==> src/rtl/mem_arbiter.sv <==
// Shares one wishbone memory port between video DMA, sound DMA and the CPU.
// Fixed priority video > sound > CPU. A starved CPU may pass sound, never video.
module mem_arbiter #(
    parameter int BURST_LEN    = 4,
    parameter int CPU_MAX_WAIT = 16
) (
    input  logic        clkcpu,
    input  logic        rst_i,
    input  logic        vid_req,
    input  logic [21:0] vid_addr,
    output logic        vid_ack,
    output logic        vid_done,
    input  logic        snd_req,
    input  logic [21:0] snd_addr,
    output logic        snd_ack,
    output logic        snd_done,
    input  logic        cpu_cyc,
    input  logic        cpu_stb,
    input  logic        cpu_we,
    input  logic [3:0]  cpu_sel,
    input  logic [21:0] cpu_addr,
    output logic        cpu_ack,
    output logic        mem_cyc_o,
    output logic        mem_stb_o,
    output logic        mem_we_o,
    output logic [3:0]  mem_sel_o,
    output logic [2:0]  mem_cti_o,
    output logic [21:0] mem_addr_o,
    input  logic        mem_ack_i,
    output logic [1:0]  grant_o
);

    localparam int BEAT_W = $clog2(BURST_LEN);
    localparam int WAIT_W = $clog2(CPU_MAX_WAIT + 1);

    localparam logic [1:0] S_IDLE = 2'b00;
    localparam logic [1:0] S_CPU  = 2'b01;
    localparam logic [1:0] S_VID  = 2'b10;
    localparam logic [1:0] S_SND  = 2'b11;

    localparam logic [2:0] CTI_CLASSIC = 3'b000;
    localparam logic [2:0] CTI_INCR    = 3'b010;
    localparam logic [2:0] CTI_END     = 3'b111;

    localparam logic [BEAT_W-1:0] LAST_BEAT  = BEAT_W'(BURST_LEN - 1);
    localparam logic [WAIT_W-1:0] WAIT_MAX   = WAIT_W'(CPU_MAX_WAIT);
    localparam logic [21:0]       BLOCK_MASK = ~22'(BURST_LEN - 1);

    logic [1:0]        state;
    logic [1:0]        pick;
    logic [BEAT_W-1:0] beat;
    logic [BEAT_W-1:0] next_beat;
    logic [WAIT_W-1:0] wait_cnt;
    logic              cpu_live;
    logic              cpu_pend;
    logic              last_beat;

    assign cpu_pend  = cpu_cyc & cpu_stb;
    assign next_beat = beat + BEAT_W'(1);
    assign last_beat = (beat == LAST_BEAT);
    assign grant_o   = state;

    assign vid_ack  = (state == S_VID) & mem_ack_i;
    assign snd_ack  = (state == S_SND) & mem_ack_i;
    assign vid_done = vid_ack & last_beat;
    assign snd_done = snd_ack & last_beat;
    // A CPU that withdrew its strobe mid-cycle gets no acknowledge for it.
    assign cpu_ack  = (state == S_CPU) & mem_ack_i & cpu_live & cpu_pend;

    always_comb begin
        pick = S_IDLE;
        if (vid_req)
            pick = S_VID;
        else if (cpu_pend && wait_cnt == WAIT_MAX)
            pick = S_CPU;
        else if (snd_req)
            pick = S_SND;
        else if (cpu_pend)
            pick = S_CPU;
    end

    always_ff @(posedge clkcpu) begin
        if (rst_i) begin
            state      <= S_IDLE;
            beat       <= '0;
            wait_cnt   <= '0;
            cpu_live   <= 1'b0;
            mem_cyc_o  <= 1'b0;
            mem_stb_o  <= 1'b0;
            mem_we_o   <= 1'b0;
            mem_sel_o  <= 4'b0000;
            mem_cti_o  <= CTI_CLASSIC;
            mem_addr_o <= '0;
        end else begin
            if (state == S_IDLE && pick == S_CPU)
                wait_cnt <= '0;
            else if (cpu_pend && state != S_CPU && wait_cnt != WAIT_MAX)
                wait_cnt <= wait_cnt + WAIT_W'(1);

            case (state)
                S_IDLE: begin
                    if (pick != S_IDLE) begin
                        state     <= pick;
                        mem_cyc_o <= 1'b1;
                        mem_stb_o <= 1'b1;
                        beat      <= '0;
                    end
                    case (pick)
                        S_CPU: begin
                            mem_we_o   <= cpu_we;
                            mem_sel_o  <= cpu_sel;
                            mem_cti_o  <= CTI_CLASSIC;
                            mem_addr_o <= cpu_addr;
                            cpu_live   <= 1'b1;
                        end
                        S_VID: begin
                            mem_we_o   <= 1'b0;
                            mem_sel_o  <= 4'b1111;
                            mem_cti_o  <= CTI_INCR;
                            mem_addr_o <= vid_addr & BLOCK_MASK;
                        end
                        S_SND: begin
                            mem_we_o   <= 1'b0;
                            mem_sel_o  <= 4'b1111;
                            mem_cti_o  <= CTI_INCR;
                            mem_addr_o <= snd_addr & BLOCK_MASK;
                        end
                        default: ;
                    endcase
                end
                S_CPU: begin
                    if (!cpu_pend)
                        cpu_live <= 1'b0;
                    if (mem_ack_i) begin
                        state     <= S_IDLE;
                        mem_cyc_o <= 1'b0;
                        mem_stb_o <= 1'b0;
                        cpu_live  <= 1'b0;
                    end
                end
                default: begin
                    // Burst beats wrap inside the aligned block; only the low bits advance.
                    if (mem_ack_i) begin
                        if (last_beat) begin
                            state     <= S_IDLE;
                            mem_cyc_o <= 1'b0;
                            mem_stb_o <= 1'b0;
                            beat      <= '0;
                        end else begin
                            beat       <= next_beat;
                            mem_addr_o <= {mem_addr_o[21:BEAT_W], next_beat};
                            mem_cti_o  <= (next_beat == LAST_BEAT) ? CTI_END : CTI_INCR;
                        end
                    end
                end
            endcase
        end
    end

endmodule

==> config.mk <==
export PLATFORM = sky130hd
export DESIGN_NAME = mem_arbiter
export DESIGN_NICKNAME = d
export VERILOG_FILES = /design/src/rtl/mem_arbiter.sv
export SDC_FILE = /design/constraint.sdc
export NUM_CORES = 1
export LEC_CHECK = 0
export ABC_AREA = 1
export CAP_MARGIN = 40
export CORE_ASPECT_RATIO = 1.25
export CORE_MARGIN = 4
export CORE_UTILIZATION = 50
export CTS_CLUSTER_DIAMETER = 100
export DETAILED_ROUTE_END_ITERATION = 10
export DONT_BUFFER_PORTS = 1
export GPL_TIMING_DRIVEN = 0
export PLACE_DENSITY = 0.67
export SYNTH_ARGS = -nofsm -noshare
export SYNTH_HDL_FRONTEND = slang
export SYNTH_SLANG_ARGS = --single-unit
==> constraint.sdc <==
create_clock -name clkcpu -period 4.3 [get_ports clkcpu]
set_clock_uncertainty 0.15 [all_clocks]
set_input_delay 1.075 -clock clkcpu [delete_from_list [all_inputs] [get_ports clkcpu]]
set_output_delay 1.075 -clock clkcpu [all_outputs]
set_load 0.05 [all_outputs]
==> results.json <==
{
  "viasPerCell": 5.324,
  "crit_fanout": 6,
  "areaGrowthSynthToFinish_pct": 11.02,
  "fillers": 438,
  "power.density_nw_per_um2": 468.8,
  "htree_levels": 2,
  "port_buffers": 0,
  "synth_cell_types": 30,
  "synthTopCellsByArea": "dfxtp_1 34%, nand2_1 16%, a21oi_1 6.6%",
  "critPathKind": "reg -> out",
  "cts_buffers": 5,
  "synth_fp_nets": 451,
  "vias": 2332,
  "ios": 117,
  "async_flop_share": 0,
  "drc": 0,
  "internal-power_mw": 0.7773,
  "path_buf_inv": 0,
  "layout-drive-gt1-share": 0.1184,
  "yosysSeqAreaShare": 0.3390,
  "finalSetupTns_ns": 0,
  "ys_warn_count": 0,
  "cts.sinks": 40,
  "post-route-util": 0.5837,
  "final-hold-violation-count": 0,
  "hold_start": "beat[1]",
  "initial_utilization": 0.5258,
  "worstSkewPairLatency_ns": 0.30,
  "nets": 461,
  "synth_top_cell_by_area": "dfxtp_1",
  "die_area_um2": 5895,
  "gp_congestion": 0.8291,
  "r2r_slack_ns": 2.39,
  "clock_path_buffers": 2,
  "grt.overflow.total": 0,
  "cp_top_family": "simple AND/OR/NAND/NOR gates",
  "rsz0062_at_grt": "no",
  "p_sw_frac": 0.3677,
  "wirelength_um": 6474,
  "ant_nets": 0,
  "setup_viol": 0,
  "peakVddDrop_uv": 242.3,
  "critPathArrivalTime_ns": 2.13,
  "cts_tree": "done",
  "r2r_start": "grant_o[0]",
  "slew_viol_final": 0,
  "rows": 27,
  "clk_pin_slew_ns": 0.09,
  "pwr-share-comb": 0.178,
  "crit_start": "grant_o[1]",
  "status": "finished clean",
  "drtIter0Drc": 127,
  "sequentialPowerShare": 0.473,
  "grt_usage": 0.2208,
  "cp-start-kind": "flip-flop",
  "diodes": 0,
  "tightest_slew_ns": 0.8848,
  "syn_area_um2": 2362,
  "grt_max_degree": 14,
  "leakagePower_nw": 1.225,
  "cap_violations": 0,
  "post-route-period-util": 0.7806,
  "syn_inst": 369,
  "power_switching_mw": 0.4521,
  "antenna_found_initial": 0,
  "die-width_um": 69.48,
  "p_clk_frac": 0.349,
  "worstPathRequired_ns": 3.07,
  "min_path_type": "reg -> reg",
  "cpMaxStageDelayCell": "dfxtp_1",
  "synth_edf_count": 0,
  "grt_pass1_vias": 2277,
  "drtPass1Iterations": 4,
  "grt_pass1_wl_um": 10750,
  "wire_per_inst_um": 14.78,
  "synth_seq_cells": 40,
  "cts_setup_buffers": 0,
  "period_minus_slack_ns": 3.357,
  "hold_buffers": 0,
  "cts.root.buffer_cell": "clkbuf_8",
  "ys.flop_type": "dfxtp_1",
  "fmax_mhz": 297.9,
  "worstPathCellList": "nand2_1 -> nor2_1",
  "hpwl_um": 4846,
  "ctsResizeCount": 0,
  "coreArea_um2": 4493,
  "yosysTopAreaCellShare": 0.3390,
  "chipHeight_um": 84.85,
  "cpPeakStageDelay_ns": 0.80,
  "relSlewSlack": 0.4080,
  "end_kind": "output pin",
  "syn_avg_cell_area_um2": 6.402
}
[worst register-to-register path: stages, from the launching register on]
cell and delay, ns:
dfxtp_1 0.81, nor2_4 0.14, nand2_4 0.18, inv_4 0.08
buf_2 0.19, o21ai_0 0.18, a21oi_1 0.06
[registers in the layout, summed over array words and instances (netlist names)]
| register | flops |
|---|---|
| beat | 2 |
| mem_we_o | 1 |
| mem_sel_o | 4 |
| mem_addr_o | 22 |
| mem_stb_o | 1 |
| cpu_live | 1 |
| wait_cnt | 5 |
| mem_cti_o | 2 |
| grant_o | 2 |
[power by group through the flow]
stage          clock (mW)  combinational, mW  sequential, mW
2_1_floorplan           0              0.177           0.580
4_1_cts             0.435              0.220           0.582
6_report            0.429              0.219           0.581
5_1_grt             0.449              0.255           0.587
3_3_place_gp            0              0.215           0.591
3_5_place_dp            0              0.219           0.591
[Yosys cell counts (2+ instances only)]
cell        n
nand2_1   103
dfxtp_1    40
inv_1      39
a21oi_1    31
nand3_1    26
o21ai_0    25
nand4_1    22
nor2_1     18
nor3_1      7
buf_2       6
buf_4       6
clkbuf_1    6
inv_2       5
nand2_2     5
o21ai_1     5
buf_1       4
ha_1        4
nand3_2     3
nor2_2      2
xnor2_1     2
[per-layer routing]
layer,vias up,share of wire,global-route usage
li1,1218,-,-
met1,1025,0.41,0.2595
met2,80,0.49,0.3759
met3,9,0.086,0.07820
met4,0,0.016,0.06927
met5,-,0,0
[per-stage QoR]
stage	total power [mW]	std cells	setup slack [ns]	hold WS [ns]	cell area [µm²]
2_1_floorplan	0.7572	369	0.4289	0.3220	2362
3_3_place_gp	0.8056	427	0.3282	0.3447	2435
3_5_place_dp	0.8094	430	1.142	0.3489	2464
4_1_cts	1.238	438	0.9404	0.3600	2623
5_1_grt	1.291	438	0.8428	0.3861	2623
6_report	1.229	438	0.9433	0.3574	2623
[kinds of logic after synthesis]
kind of cell / count (synthesis) / share of synthesized area
xor gates and xnor gates: 3 / 0.01112
and+or+nand+nor: 189 / 0.3639
buffers and inverters: 68 / 0.1223
adders and majority gates: 4 / 0.02119
DFF: 40 / 0.3390
AOI/OAI and AO/OA: 65 / 0.1425
[placed cells by master (no fill, tap or decap), types with 6 or more instances in the layout]
master	netlist	routed
buf_2	6	6
nand3_1	26	26
clkbuf_1	6	6
o21ai_0	25	25
buf_4	6	9
nor3_1	7	7
dfxtp_1	40	40
inv_1	39	39
nand4_1	22	22
nand2_1	103	103
nor2_1	18	18
a21oi_1	31	31
[cell type report]
cell class,instances,area (µm²),share of cell area
Tap cell,58,72.57,0.02767
Inverter,45,171.4,0.06536
Buffer,23,117.6,0.04485
Timing Repair Buffer,3,22.52,0.008588
Multi-Input combinational cell,261,1279,0.4876
Clock inverter,3,90.09,0.03435
Sequential cell,40,800.8,0.3053
Clock buffer,5,68.82,0.02624
[worst paths after layout]
path | to | depth (start not counted)
setup / recovery | snd_ack | 2
hold / removal | beat[1] | 2
setup reg to reg | mem_addr_o[8] | 6
hold reg to reg | beat[1] | 2
Note: power is estimated with default switching activity, not from simulation.
